<file path="config.mk">
export PLATFORM = sky130hd
export DESIGN_NAME = divider_sequential_flat
export DESIGN_NICKNAME = d
export VERILOG_FILES = /design/src/rtl/divider_sequential_if.sv /design/src/rtl/divider_sequential.sv /design/src/flat_wrapper.sv
export SDC_FILE = /design/constraint.sdc
export NUM_CORES = 1
export LEC_CHECK = 0
export BUFFER_PORTS_ARGS = -buffer_cell sky130_fd_sc_hd__buf_2
export CAP_MARGIN = 10
export CORE_UTILIZATION = 55
export CTS_CLUSTER_DIAMETER = 120
export DETAILED_ROUTE_END_ITERATION = 8
export MAX_ROUTING_LAYER = met4
export PLACE_DENSITY = 0.81
export SETUP_SLACK_MARGIN = 0.2
export SLEW_MARGIN = 20
export SYNTH_ARGS = -nofsm -noshare
export SYNTH_HDL_FRONTEND = slang
export SYNTH_SLANG_ARGS = --single-unit
</file>
<file path="constraint.sdc">
create_clock -name clock -period 4.2 [get_ports clock]
set_input_delay 1.05 -clock clock [delete_from_list [all_inputs] [get_ports clock]]
set_output_delay 1.05 -clock clock [all_outputs]
set_load 0.01 [all_outputs]
</file>
<file path="src/rtl/divider_sequential_if.sv">
// Request/result bundle for the sequential divider: operands and start from
// the requester, quotient/remainder and status flags back from the divider.
interface divider_sequential_if #(
    parameter int WIDTH_DIVISOR  = 4,
    parameter int WIDTH_DIVIDEND = 8
);
    logic                      start;
    logic [WIDTH_DIVIDEND-1:0] dividend;
    logic [WIDTH_DIVISOR-1:0]  divisor;
    logic [WIDTH_DIVIDEND-1:0] quotient;
    logic [WIDTH_DIVISOR-1:0]  remainder;
    logic                      busy;
    logic                      done;
    logic                      divide_by_zero;

    modport master (
        output start, dividend, divisor,
        input  quotient, remainder, busy, done, divide_by_zero
    );

    modport slave (
        input  start, dividend, divisor,
        output quotient, remainder, busy, done, divide_by_zero
    );
endinterface

</file>
<file path="src/rtl/divider_sequential.sv">
// Restoring shift-subtract unsigned divider: 2N-bit dividend by N-bit divisor,
// one quotient bit per clock, start/busy/done handshake.
module divider_sequential #(
    parameter int WIDTH_DIVISOR  = 4,
    parameter int WIDTH_DIVIDEND = 8
) (
    input  logic               clock,
    input  logic               reset,
    divider_sequential_if.slave bus
);
    localparam int N  = WIDTH_DIVISOR;
    localparam int W  = WIDTH_DIVIDEND;
    localparam int CW = $clog2(W + 1);

    typedef enum logic [1:0] {
        S_IDLE,
        S_RUN,
        S_DONE
    } state_t;

    state_t          state_reg;
    state_t          state_next;
    logic [CW-1:0]   counter_reg;
    logic [W-1:0]    dvd_reg;
    logic [N-1:0]    dvs_reg;
    logic [N-1:0]    rem_reg;
    logic [W-1:0]    quotient_reg;
    logic [N-1:0]    remainder_reg;
    logic            dbz_reg;

    logic [N:0]      shifted;
    logic [N:0]      trial;
    logic            trial_ok;

    // The stored partial remainder is always below the divisor, so N bits
    // hold it; the shift brings it up to N+1 bits for the trial subtraction.
    always_comb begin
        shifted  = {rem_reg, dvd_reg[W-1]};
        trial    = shifted - {1'b0, dvs_reg};
        trial_ok = ~trial[N];
    end

    always_comb begin
        state_next = state_reg;
        case (state_reg)
            S_IDLE:  if (bus.start) state_next = S_RUN;
            S_RUN:   if (counter_reg == '0) state_next = S_DONE;
            S_DONE:  state_next = S_IDLE;
            default: state_next = S_IDLE;
        endcase
    end

    always_ff @(posedge clock or posedge reset) begin
        if (reset) begin
            state_reg <= S_IDLE;
        end else begin
            state_reg <= state_next;
        end
    end

    always_ff @(posedge clock or posedge reset) begin
        if (reset) begin
            counter_reg   <= '0;
            dvd_reg       <= '0;
            dvs_reg       <= '0;
            rem_reg       <= '0;
            quotient_reg  <= '0;
            remainder_reg <= '0;
            dbz_reg       <= 1'b0;
        end else begin
            case (state_reg)
                S_IDLE: begin
                    if (bus.start) begin
                        dvd_reg <= bus.dividend;
                        dvs_reg <= bus.divisor;
                        rem_reg <= '0;
                        dbz_reg <= 1'b0;
                        // A zero divisor skips the iterations and goes straight
                        // to the result-write edge.
                        counter_reg <= (bus.divisor == '0) ? '0 : CW'(W);
                    end
                end
                S_RUN: begin
                    if (counter_reg == '0) begin
                        if (dvs_reg == '0) begin
                            quotient_reg  <= '1;
                            remainder_reg <= '0;
                            dbz_reg       <= 1'b1;
                        end else begin
                            quotient_reg  <= dvd_reg;
                            remainder_reg <= rem_reg;
                        end
                    end else begin
                        rem_reg     <= trial_ok ? trial[N-1:0] : shifted[N-1:0];
                        dvd_reg     <= {dvd_reg[W-2:0], trial_ok};
                        counter_reg <= counter_reg - CW'(1);
                    end
                end
                default: ;
            endcase
        end
    end

    assign bus.busy           = (state_reg == S_RUN);
    assign bus.done           = (state_reg == S_DONE);
    assign bus.quotient       = quotient_reg;
    assign bus.remainder      = remainder_reg;
    assign bus.divide_by_zero = dbz_reg;
endmodule
</file>
<file path="src/flat_wrapper.sv">
// flat-port wrapper written by rule: the top's interface ports become plain ports
module divider_sequential_flat 
#(
    parameter int WIDTH_DIVISOR  = 4,
    parameter int WIDTH_DIVIDEND = 8
)
  (clock, reset, bus_start, bus_dividend, bus_divisor, bus_quotient, bus_remainder, bus_busy, bus_done, bus_divide_by_zero);
  divider_sequential_if #(.WIDTH_DIVISOR(WIDTH_DIVISOR), .WIDTH_DIVIDEND(WIDTH_DIVIDEND)) bus_i ();
  input  logic clock;
  input  logic reset;
  input wire logic [$bits(bus_i.start)-1:0] bus_start;
  input wire logic [$bits(bus_i.dividend)-1:0] bus_dividend;
  input wire logic [$bits(bus_i.divisor)-1:0] bus_divisor;
  output wire logic [$bits(bus_i.quotient)-1:0] bus_quotient;
  output wire logic [$bits(bus_i.remainder)-1:0] bus_remainder;
  output wire logic [$bits(bus_i.busy)-1:0] bus_busy;
  output wire logic [$bits(bus_i.done)-1:0] bus_done;
  output wire logic [$bits(bus_i.divide_by_zero)-1:0] bus_divide_by_zero;
  assign bus_i.start = bus_start;
  assign bus_i.dividend = bus_dividend;
  assign bus_i.divisor = bus_divisor;
  assign bus_quotient = bus_i.quotient;
  assign bus_remainder = bus_i.remainder;
  assign bus_busy = bus_i.busy;
  assign bus_done = bus_i.done;
  assign bus_divide_by_zero = bus_i.divide_by_zero;
  divider_sequential #(.WIDTH_DIVISOR(WIDTH_DIVISOR), .WIDTH_DIVIDEND(WIDTH_DIVIDEND)) u_core (.clock(clock), .reset(reset), .bus(bus_i));
endmodule
</file>
==> metrics.yaml <==
status: "finished with violations"
violations: "design-rule violations"
insertion_delay_ns: 0.34
finalCritPeriodShare_pct: 66.3
cap_violations: 0
synth_cells: 175
yosysTopAreaCellShare_pct: 51.5
drc: 1
pre_cts_ws_ns: 1.80
skew_ns: 0.00768
grt.overflow.total: 0
port_buffers: 29
start_util_pct: 59.6
vias: 1428
die_h_um: 57.6
grtUsageTotal_pct: 26.0
synth_area_leader_cell: "dfrtp_1"
seqCellArea_um2: 876
worst_slew_pin_slew_ns: 0.532
gp_congestion: 0.820
multi_input_area_um2: 733
placed_cells: 229
slew_viol_final: 0
hold_violations: 0
cts-resized-gates: 0
worstPathRequired_ns: 3.15
holdBufCountCts: 0
met1_usage_pct: 34.7
grt_max_degree: 36
grt_busiest_layer: "met2"
vias_per_cell: 6.03
ys_top_cells_by_area: "dfrtp_1 52%, nand2_1 5.7%, ha_1 4.4%"
numCtsBuffers: 5
grt_pass1_wl_um: 6080
worstPathCellList: "nand2b_1 -> inv_1 -> buf_2"
syn-num-nets: 197
clkTransAtPathRegs_ns: 0.11
coreArea_um2: 2850
final_layout_size_suffix_gt1_share_pct: 21.4
die_x_um: 57.6
firstDrtPassIters: 6
nets: 227
setup_viol: 0
post-dp-hpwl_um: 2710
setup.worst_path.start_class: "register"
finalCriticalPeriod_ns: 2.79
cts_setup_buffers: 0
p_per_area_nw_per_um2: 889
cp_num_buf_inv: 2
area.growth.synth_to_final_pct: 12.2
synth_edf_count: 0
final_cell_mix: "35 x dfrtp_1, 29 x buf_2, 26 x nand2_1"
ios: 30
rows: 19
wl_um: 3740
cts.sinks: 35
ant_nets: 0
htree_levels: 2
ys_types: 43
worstPathArrival_ns: 1.74
p_leak_nw: 0.924
r2r_setup_slack_ns: 2.03
worstHoldPathType: "register to register"
cts_max_path_buffers: 2
syn_area_um2: 1700
ys.flop_type: "dfrtp_1"
drtIter0Drc: 79
stdcell_count: 237
grt_pass1_vias: 1261
timing.final.ws_setup_ns: 1.41
slowest_stage: "dfrtp_1"
final_common_cell: "dfrtp_1"
grtUsageMet2_pct: 37.7
routedWlPerCell_um: 15.8
crit_fanout: 14
final_core_util_pct: 66.8
die_area_um2: 3320
antenna_cells: 0
fin_tns_setup_ns: 0
power_mw: 1.70
async_flop_share_pct: 100
cts_tree: "yes"
synth_area_per_cell_um2: 9.71
use_met3_pct: 7.26
cpLargestDelayFamily: "buffers and inverters"
crit_path_end_kind: "output port"
yosysSeqAreaShare_pct: 51.5
ir_worst_vdd_mv: 0.454
slew_headroom_pct: 64.1
antenna_found_initial: 0
ys_ff_latch: 35
cts_root_buffer: "clkbuf_4"
fmax_mhz: 359
crit_type: "register to output port"
n_fill_cell: 223
worst_path_largest_cell_delay_ns: 0.43
rsz0062_at_grt: "false"
yosysWarnings: 0
[Yosys cell counts (2+ instances only)]
cell type,n
dfrtp_1,35
nand2_1,26
nor2_1,15
a21oi_1,12
inv_1,12
a31oi_1,7
o22a_1,7
ha_1,6
o21ai_0,5
nand3_1,4
o21ai_1,4
buf_2,3
nor3_1,3
a211o_1,2
a21o_1,2
a22o_1,2
clkbuf_1,2
nand2b_1,2
o22ai_1,2
[logic make-up after synthesis]
| group | after synthesis | synth area share [%] |
|---|---|---|
| xor gates and xnor gates | 1 | 0.516 |
| buffers and inverters | 21 | 5.30 |
| DFF | 35 | 51.5 |
| muxes | 1 | 0.663 |
| AOI/OAI and AO/OA | 49 | 19.7 |
| and+or+nand+nor | 61 | 16.6 |
| adders and majority gates | 7 | 5.60 |
[worst register-to-register path, stage by stage, from the launching register on]
cell and delay, ns:
dfrtp_1 0.43, nand2b_1 0.34, inv_1 0.41, o41ai_1 0.21
or2_1 0.40, o22a_1 0.27
[final timing paths]
check	startpoint	end	cells after the start
worst max-delay path	u_core.state_reg[1]	bus_busy	3
worst min-delay path	u_core.bus.quotient[6]	u_core.bus.quotient[6]	1
worst max register to register	u_core.state_reg[1]	u_core.bus.quotient[2]	5
worst min register to register	u_core.bus.quotient[6]	u_core.bus.quotient[6]	1
max in group asynchronous	reset	u_core.bus.remainder[1]	3
min in group asynchronous	reset	u_core.dvd_reg[4]	3
[per-layer routing]
layer  share of wire, %  vias to the layer above  routed length [µm]
li1                   -                      672                   -
met1                 45                      689                1670
met2                 48                       61                1800
met3                6.0                        6                 225
met4                1.2                        0                  44
met5                  0                        -                   0
[power breakdown]
group / total, mW / internal (mW) / switching (mW)
registers: 0.649 / 0.509 / 0.140
logic: 0.868 / 0.385 / 0.483
clock network: 0.179 / 0.0645 / 0.114
[through the flow]
stage / cell area (µm²) / hold WS [ns]
final: 1910 / 0.501
after detailed placement: 1850 / 0.479
after floorplan: 1700 / 0.484
after global placement: 1850 / 0.468
after global routing: 1910 / 0.526
after CTS: 1910 / 0.506
[area by class of cell]
class | instances | area share, %
flip-flops and latches | 35 | 45.9
multi-input cells | 119 | 38.5
repair buffers | 30 | 8.01
inverters | 14 | 2.76
clock buffers | 6 | 2.17
well taps | 31 | 2.03
clock inverters | 2 | 0.656
(Power assumes the default switching activity.)
